===== config.mk =====
export PLATFORM = sky130hd
export DESIGN_NAME = serial_add_ctrl
export DESIGN_NICKNAME = d
export VERILOG_FILES = /design/src/rtl/serial_add_ctrl.sv
export SDC_FILE = /design/constraint.sdc
export NUM_CORES = 1
export LEC_CHECK = 0
export CORE_MARGIN = 2
export CORE_UTILIZATION = 56
export DETAILED_ROUTE_END_ITERATION = 10
export PLACE_DENSITY = 0.95
export REMOVE_ABC_BUFFERS = 1
export SLEW_MARGIN = 0
export SYNTH_ARGS = -nofsm -noshare
export SYNTH_HDL_FRONTEND = slang
export SYNTH_SLANG_ARGS = --single-unit

===== constraint.sdc =====
create_clock -name clk -period 3.2 [get_ports clk]
set_clock_uncertainty 0.1 [all_clocks]
set_input_delay 0.96 -clock clk [delete_from_list [all_inputs] [get_ports clk]]
set_output_delay 0.96 -clock clk [all_outputs]
set_load 0.02 [all_outputs]

===== src/rtl/serial_add_ctrl.sv =====
// Bit-serial adder sequencer: one shared full-add slice, LSB first, valid/ready in and out.
// Optional subtract mode (in_sub port) is enabled by defining SERIAL_ADD_SUB_EN.

module half_adder (
  input  logic a,
  input  logic b,
  output logic s,
  output logic c
);
  assign s = a ^ b;
  assign c = a & b;
endmodule

module serial_add_ctrl #(
  parameter int WIDTH = 16
) (
  input  logic             clk,
  input  logic             rst_n,
  input  logic             in_valid,
  output logic             in_ready,
  input  logic [WIDTH-1:0] in_a,
  input  logic [WIDTH-1:0] in_b,
`ifdef SERIAL_ADD_SUB_EN
  input  logic             in_sub,
`endif
  output logic             out_valid,
  input  logic             out_ready,
  output logic [WIDTH-1:0] out_sum,
  output logic             out_carry,
  output logic             busy
);
  localparam int CNT_W = (WIDTH > 1) ? $clog2(WIDTH) : 1;
  localparam logic [CNT_W-1:0] LAST_CNT = CNT_W'(WIDTH - 1);

  typedef enum logic [1:0] {
    IDLE = 2'd0,
    RUN  = 2'd1,
    DONE = 2'd2
  } state_t;

  state_t           state;
  logic [WIDTH-1:0] a_sr;
  logic [WIDTH-1:0] b_sr;
  logic [WIDTH-1:0] res;
  logic             carry;
  logic [CNT_W-1:0] cnt;
  logic             ready_q;
  logic             valid_q;
  logic             busy_q;

  logic             s0;
  logic             c0;
  logic             sum_bit;
  logic             c1;
  logic [WIDTH:0]   res_shift;
  logic [WIDTH-1:0] b_load;
  logic             carry_load;

  half_adder ha0 (.a(a_sr[0]), .b(b_sr[0]), .s(s0),      .c(c0));
  half_adder ha1 (.a(s0),      .b(carry),   .s(sum_bit), .c(c1));

  // New sum bit enters at the MSB so after WIDTH shifts bit 0 lands at position 0.
  always_comb begin
    res_shift = {sum_bit, res};
  end

  // Operand B / initial carry selection at load time (two's-complement subtract when enabled).
  always_comb begin
`ifdef SERIAL_ADD_SUB_EN
    if (in_sub) begin
      b_load     = ~in_b;
      carry_load = 1'b1;
    end else begin
      b_load     = in_b;
      carry_load = 1'b0;
    end
`else
    b_load     = in_b;
    carry_load = 1'b0;
`endif
  end

  // Sequencer FSM with registered handshake/status outputs and the serial datapath.
  always_ff @(posedge clk or negedge rst_n) begin
    if (!rst_n) begin
      state   <= IDLE;
      a_sr    <= '0;
      b_sr    <= '0;
      res     <= '0;
      carry   <= 1'b0;
      cnt     <= '0;
      ready_q <= 1'b1;
      valid_q <= 1'b0;
      busy_q  <= 1'b0;
    end else begin
      case (state)
        IDLE: begin
          if (in_valid && in_ready) begin
            a_sr    <= in_a;
            b_sr    <= b_load;
            carry   <= carry_load;
            cnt     <= '0;
            ready_q <= 1'b0;
            busy_q  <= 1'b1;
            state   <= RUN;
          end else begin
            state <= IDLE;
          end
        end
        RUN: begin
          a_sr  <= a_sr >> 1;
          b_sr  <= b_sr >> 1;
          res   <= res_shift[WIDTH:1];
          carry <= c0 | c1;
          cnt   <= cnt + CNT_W'(1);
          if (cnt == LAST_CNT) begin
            valid_q <= 1'b1;
            state   <= DONE;
          end else begin
            state <= RUN;
          end
        end
        DONE: begin
          if (out_ready) begin
            valid_q <= 1'b0;
            busy_q  <= 1'b0;
            ready_q <= 1'b1;
            state   <= IDLE;
          end else begin
            state <= DONE;
          end
        end
        default: begin
          valid_q <= 1'b0;
          busy_q  <= 1'b0;
          ready_q <= 1'b1;
          state   <= IDLE;
        end
      endcase
    end
  end

  assign in_ready  = ready_q & rst_n;
  assign out_valid = valid_q;
  assign busy      = busy_q;
  assign out_sum   = res;
  assign out_carry = carry;

endmodule


Yosys cells after proc, flatten, opt, wreduce, memory -nomap -nowiden
Cells that the tools add are included.
{"block": "classes", "bitwise": 8, "eq_ne": 6, "muxes": 19, "n_addsub": 1, "reduce_logical": 6}
{"op": "$pmux W16 S2", "n": 2}
{"op": "$mux W16", "n": 2}
{"op": "$pmux W1 S3", "n": 3}
{"op": "$pmux W4 S2", "n": 1}
{"op": "$mux W1", "n": 6}
{"op": "$ne A2 B2 Y1 const B", "n": 3}
{"op": "$pmux W2 S3", "n": 1}
{"op": "$reduce_and A3 Y1", "n": 2}
{"op": "$add A4 B1 Y4 const B", "n": 1}
{"op": "$eq A4 B4 Y1 const B", "n": 1}
{"op": "$mux W2", "n": 2}
{"op": "$mux W4", "n": 1}
{"op": "$and A1 B1 Y1", "n": 3}
{"op": "$eq A2 B1 Y1 const B", "n": 1}
{"op": "$eq A2 B2 Y1 const B", "n": 1}
{"op": "$logic_not A2 Y1", "n": 1}
{"op": "$not A1 Y1", "n": 2}
{"op": "$pmux W1 S2", "n": 1}
{"op": "$reduce_and A2 Y1", "n": 1}
{"op": "$reduce_bool A2 Y1", "n": 1}
{"op": "$xor A1 B1 Y1", "n": 2}
{"op": "$logic_and A1 B1 Y1", "n": 1}
{"op": "$or A1 B1 Y1", "n": 1}
{"block": "word_totals", "output_inout_bits": 20, "in_bits": 36, "regBits": 58, "wordCells": 49}

Logic depth before layout (Yosys ltp)
{"block": "logic_depth", "ltp_word": 4, "mapped_depth": 6, "depth_no_buf": 4}

Cells and area by module
A second synthesis with hierarchy kept.
{"block": "hier_totals", "hier_cells": 252, "hier_area_um2": 2613.8}
{"mod": "serial_add_ctrl", "seq_area_each_um2": 1452.6, "cells_each": 250, "instances": 1, "area_each_um2": 2588.7}
{"mod": "half_adder", "seq_area_each_um2": 0.0, "cells_each": 1, "instances": 2, "area_each_um2": 12.5}

Least setup slack after synthesis
No wires, ideal clock.
{"block": "synth_timing", "path_type": "input to output", "from": "in rst_n", "to": "out in_ready", "t_arrival_ps": 1170, "t_required_ps": 2140, "stages": 1, "n_path_buf": 0, "slack_ps": 970, "cell_sequence": "and2_1"}
{"block": "synth_between", "elab_chain_len": 1}
{"item": "from (decl)", "line": "18", "rtl": "input logic rst_n,"}
{"item": "$and A1 B1 Y1", "line": "143", "rtl": "assign in_ready = ready_q & rst_n;"}
{"item": "to (decl)", "line": "20", "rtl": "output logic in_ready,"}
No other way between the ends.

Final worst setup path
Same ends and word-level chain as after synthesis.

==> flow_metrics.env <==
export IMPL_synthArstFlopShare_pct=100
export IMPL_dieArea_sq_um=5700
export IMPL_maxCapViolations=0
export IMPL_cp_num_buf_inv=2
export IMPL_antenna_found_initial=0
export IMPL_avgRoutedWirePerCell_um=14.8
export IMPL_netlist_area_sq_um=2860
export IMPL_ys_seq_area_share_pct=50.7
export IMPL_final_area_sq_um=3580
export IMPL_clkLatencyLatePin_ps=340
export IMPL_cts_path_max_buffers=2
export IMPL_cts_hold_buffers=0
export IMPL_fin_ws_ps=368
export IMPL_rrSetupSlack_ps=1210
export IMPL_slowest_delay_ps=590
export IMPL_postCtsSetupBuffers=0
export IMPL_p_total_w=0.00309
export IMPL_synthToLayoutAreaGrowth_pct=25.2
export IMPL_routabilityCongestion=0.757
export IMPL_io_pins=56
export IMPL_firstDrtPassIters=5
export IMPL_drive_above_1_share_pct=16.0
export IMPL_p_int_w=0.00189
export IMPL_slew_viol_final=0
export IMPL_setup_viol=0
export IMPL_slew_headroom_pct=38.2
export IMPL_grt_usage_pct=24.2
export IMPL_dp_hpwl_um=3880
export IMPL_start_util_pct=57.1
export IMPL_cts_resized=0
export IMPL_crit_required_ps=2140
export IMPL_routed_wl_um=6120
export IMPL_cts_root_buffer_cell="clkbuf_8"
export IMPL_crit_type="input port to output port"
export IMPL_htree_levels=3
export IMPL_core_area_sq_um=5010
export IMPL_cts_buffers=9
export IMPL_pwr_share_clk_pct=20.8
export IMPL_fill_cells=389
export IMPL_io_buffers=55
export IMPL_p_leak_nw=1.45
export IMPL_syn_inst=292
export IMPL_arrival_ps=1770
export IMPL_synth_area_per_cell_sq_um=9.80
export IMPL_whs_ps=373
export IMPL_synth_ff_type="dfrtp_1"
export IMPL_vias=2379
export IMPL_worst_pin_slew_ps=927
export IMPL_peakVddDrop_mv=0.437
export IMPL_cpLargestDelayFamily="buffers and inverters"
export IMPL_die_w_um=75.5
export IMPL_cts_sinks=58
export IMPL_power_switching_w=0.00120
export IMPL_place_ws_ps=364
export IMPL_final_common_cell="dfrtp_1"
export IMPL_grt_pass1_vias=2211
export IMPL_max_freq_mhz=353
export IMPL_antenna_diode_count=0
export IMPL_timing_hold_violations_final=0
export IMPL_vias_per_cell=5.75
export IMPL_hold_path_class="flip-flop to flip-flop"
export IMPL_ys_types=35
export IMPL_power_density_nw_per_um2=862
export IMPL_grt_overflow_total=0
export IMPL_clk_pin_slew_ps=60
export IMPL_ys_warn_count=0
export IMPL_die_y_um=75.5
export IMPL_crit_path_cell_trace="buf_2 > and2_1 > clkdlybuf4s50_1"
export IMPL_grt_max_degree=70
export IMPL_endpoint_kind="output port"
export IMPL_status="finished, final reports clean"
export IMPL_setup_tns_final_ps=0
export IMPL_grt_pass1_wl_um=10300
export IMPL_critPathLaunchType="input port"
export IMPL_place_area_sq_um=3400
export IMPL_nets=377
export IMPL_synth_edf_count=0
export IMPL_rows=26
export IMPL_slowest_stage="clkdlybuf4s50_1"
export IMPL_fin_crit_ps=2830
export IMPL_ant_nets=0
export IMPL_pwr_share_comb_pct=39.6
export IMPL_final_cell_mix="dfrtp_1 (56), clkdlybuf4s50_1 (54), nor3_1 (53)"
export IMPL_ys_ff_latch=58
export IMPL_rsz0062_at_grt="no"
export IMPL_period_share_pct=88.5
export IMPL_p_seq_share_pct=39.6
export IMPL_dr_first_iter_drc_count=206
export IMPL_cts_tree="yes"
export IMPL_cp_max_fo=2
export IMPL_drc=0
export IMPL_p_sw_share_pct=38.8
-- cell usage after synthesis (2+ instances only) --
cell type  count  area [sq um]
nor3_2        29           290
nand2_1       50           188
nor2_1         4          15.0
a2bb2oi_1      2          17.5
o21ai_1        6          30.0
buf_4          7          52.6
a22oi_1        2          15.0
nand3_1        3          15.0
a22o_1         2          17.5
dfrtp_1       57          1430
clkbuf_1       2          7.51
and3_1         2          12.5
nor3_1        53           265
o31ai_1        2          15.0
mux2i_1        2          20.0
nand2b_1       4          25.0
buf_6          2          22.5
inv_1          5          18.8
buf_2         14          70.1
o22ai_1       29           181
-- worst register-to-register path, stage by stage, from the launching register on --
cell	delay, ps
dfrtp_1	530
nand2b_2	680
nand2_1	260
o221a_2	310
-- registers in the layout (all words and copies together), names as in the netlist --
register,flops
out_carry,1
out_valid,1
out_sum,16
ready_q,1
busy,1
state,2
b_sr,16
cnt,4
a_sr,16
-- power by group through the flow --
stage / logic, W / registers, W / clock network, W
3_3_place_gp: 0.00117 / 0.00121 / 0
4_1_cts: 0.00124 / 0.00122 / 0.000646
5_1_grt: 0.00136 / 0.00126 / 0.000673
2_1_floorplan: 0.000592 / 0.00138 / 0
6_report: 0.00122 / 0.00122 / 0.000641
3_5_place_dp: 0.00122 / 0.00123 / 0
-- through the flow --
step	instances	util (%)
floorplan	267	-
global placement	398	68.0
detailed placement	398	68.0
CTS	414	71.5
global route	414	71.5
finish	414	71.5
-- logic make-up (layout without fill, tap and decap cells) --
kind of cell	Yosys count	after routing	share of synthesized area, %
flip-flops	58	58	50.7
buffers and inverters	30	82	5.99
multiplexers	2	2	0.699
AND/OR/NAND/NOR	152	152	30.3
AO/OA/AOI/OAI	48	48	11.1
adder cells (fa/ha/maj)	2	2	1.14
-- routing by layer --
layer,GRT usage (%),up-vias,wire length (um)
met3,5.03,13,338
li1,-,1141,-
met1,31.2,1131,2580
met4,12.3,0,107
met2,38.8,94,3100
met5,0,-,0
-- layout make-up --
| cell class | instances | area [sq um] | area share, % |
|---|---|---|---|
| clock buffer | 13 | 139 | 3.88 |
| sequential | 58 | 1450 | 40.6 |
| tap | 70 | 87.6 | 2.44 |
| clock inverter | 3 | 40.0 | 1.12 |
| inverter | 5 | 18.8 | 0.524 |
| timing repair buffer | 61 | 603 | 16.8 |
| multi-input combinational | 204 | 1240 | 34.6 |
-- path summary, 6_finish.rpt --
check | depth (start not counted) | from | to
setup reg to reg | 3 | state[1] | b_sr[3]
max in group asynchronous | 2 | rst_n | state[0]
setup / recovery | 3 | rst_n | in_ready
hold / removal | 2 | out_sum[0] | out_sum[0]
min in group asynchronous | 2 | rst_n | b_sr[14]
hold reg to reg | 2 | out_sum[0] | out_sum[0]
No activity file was read; power rests on OpenSTA's default activity.
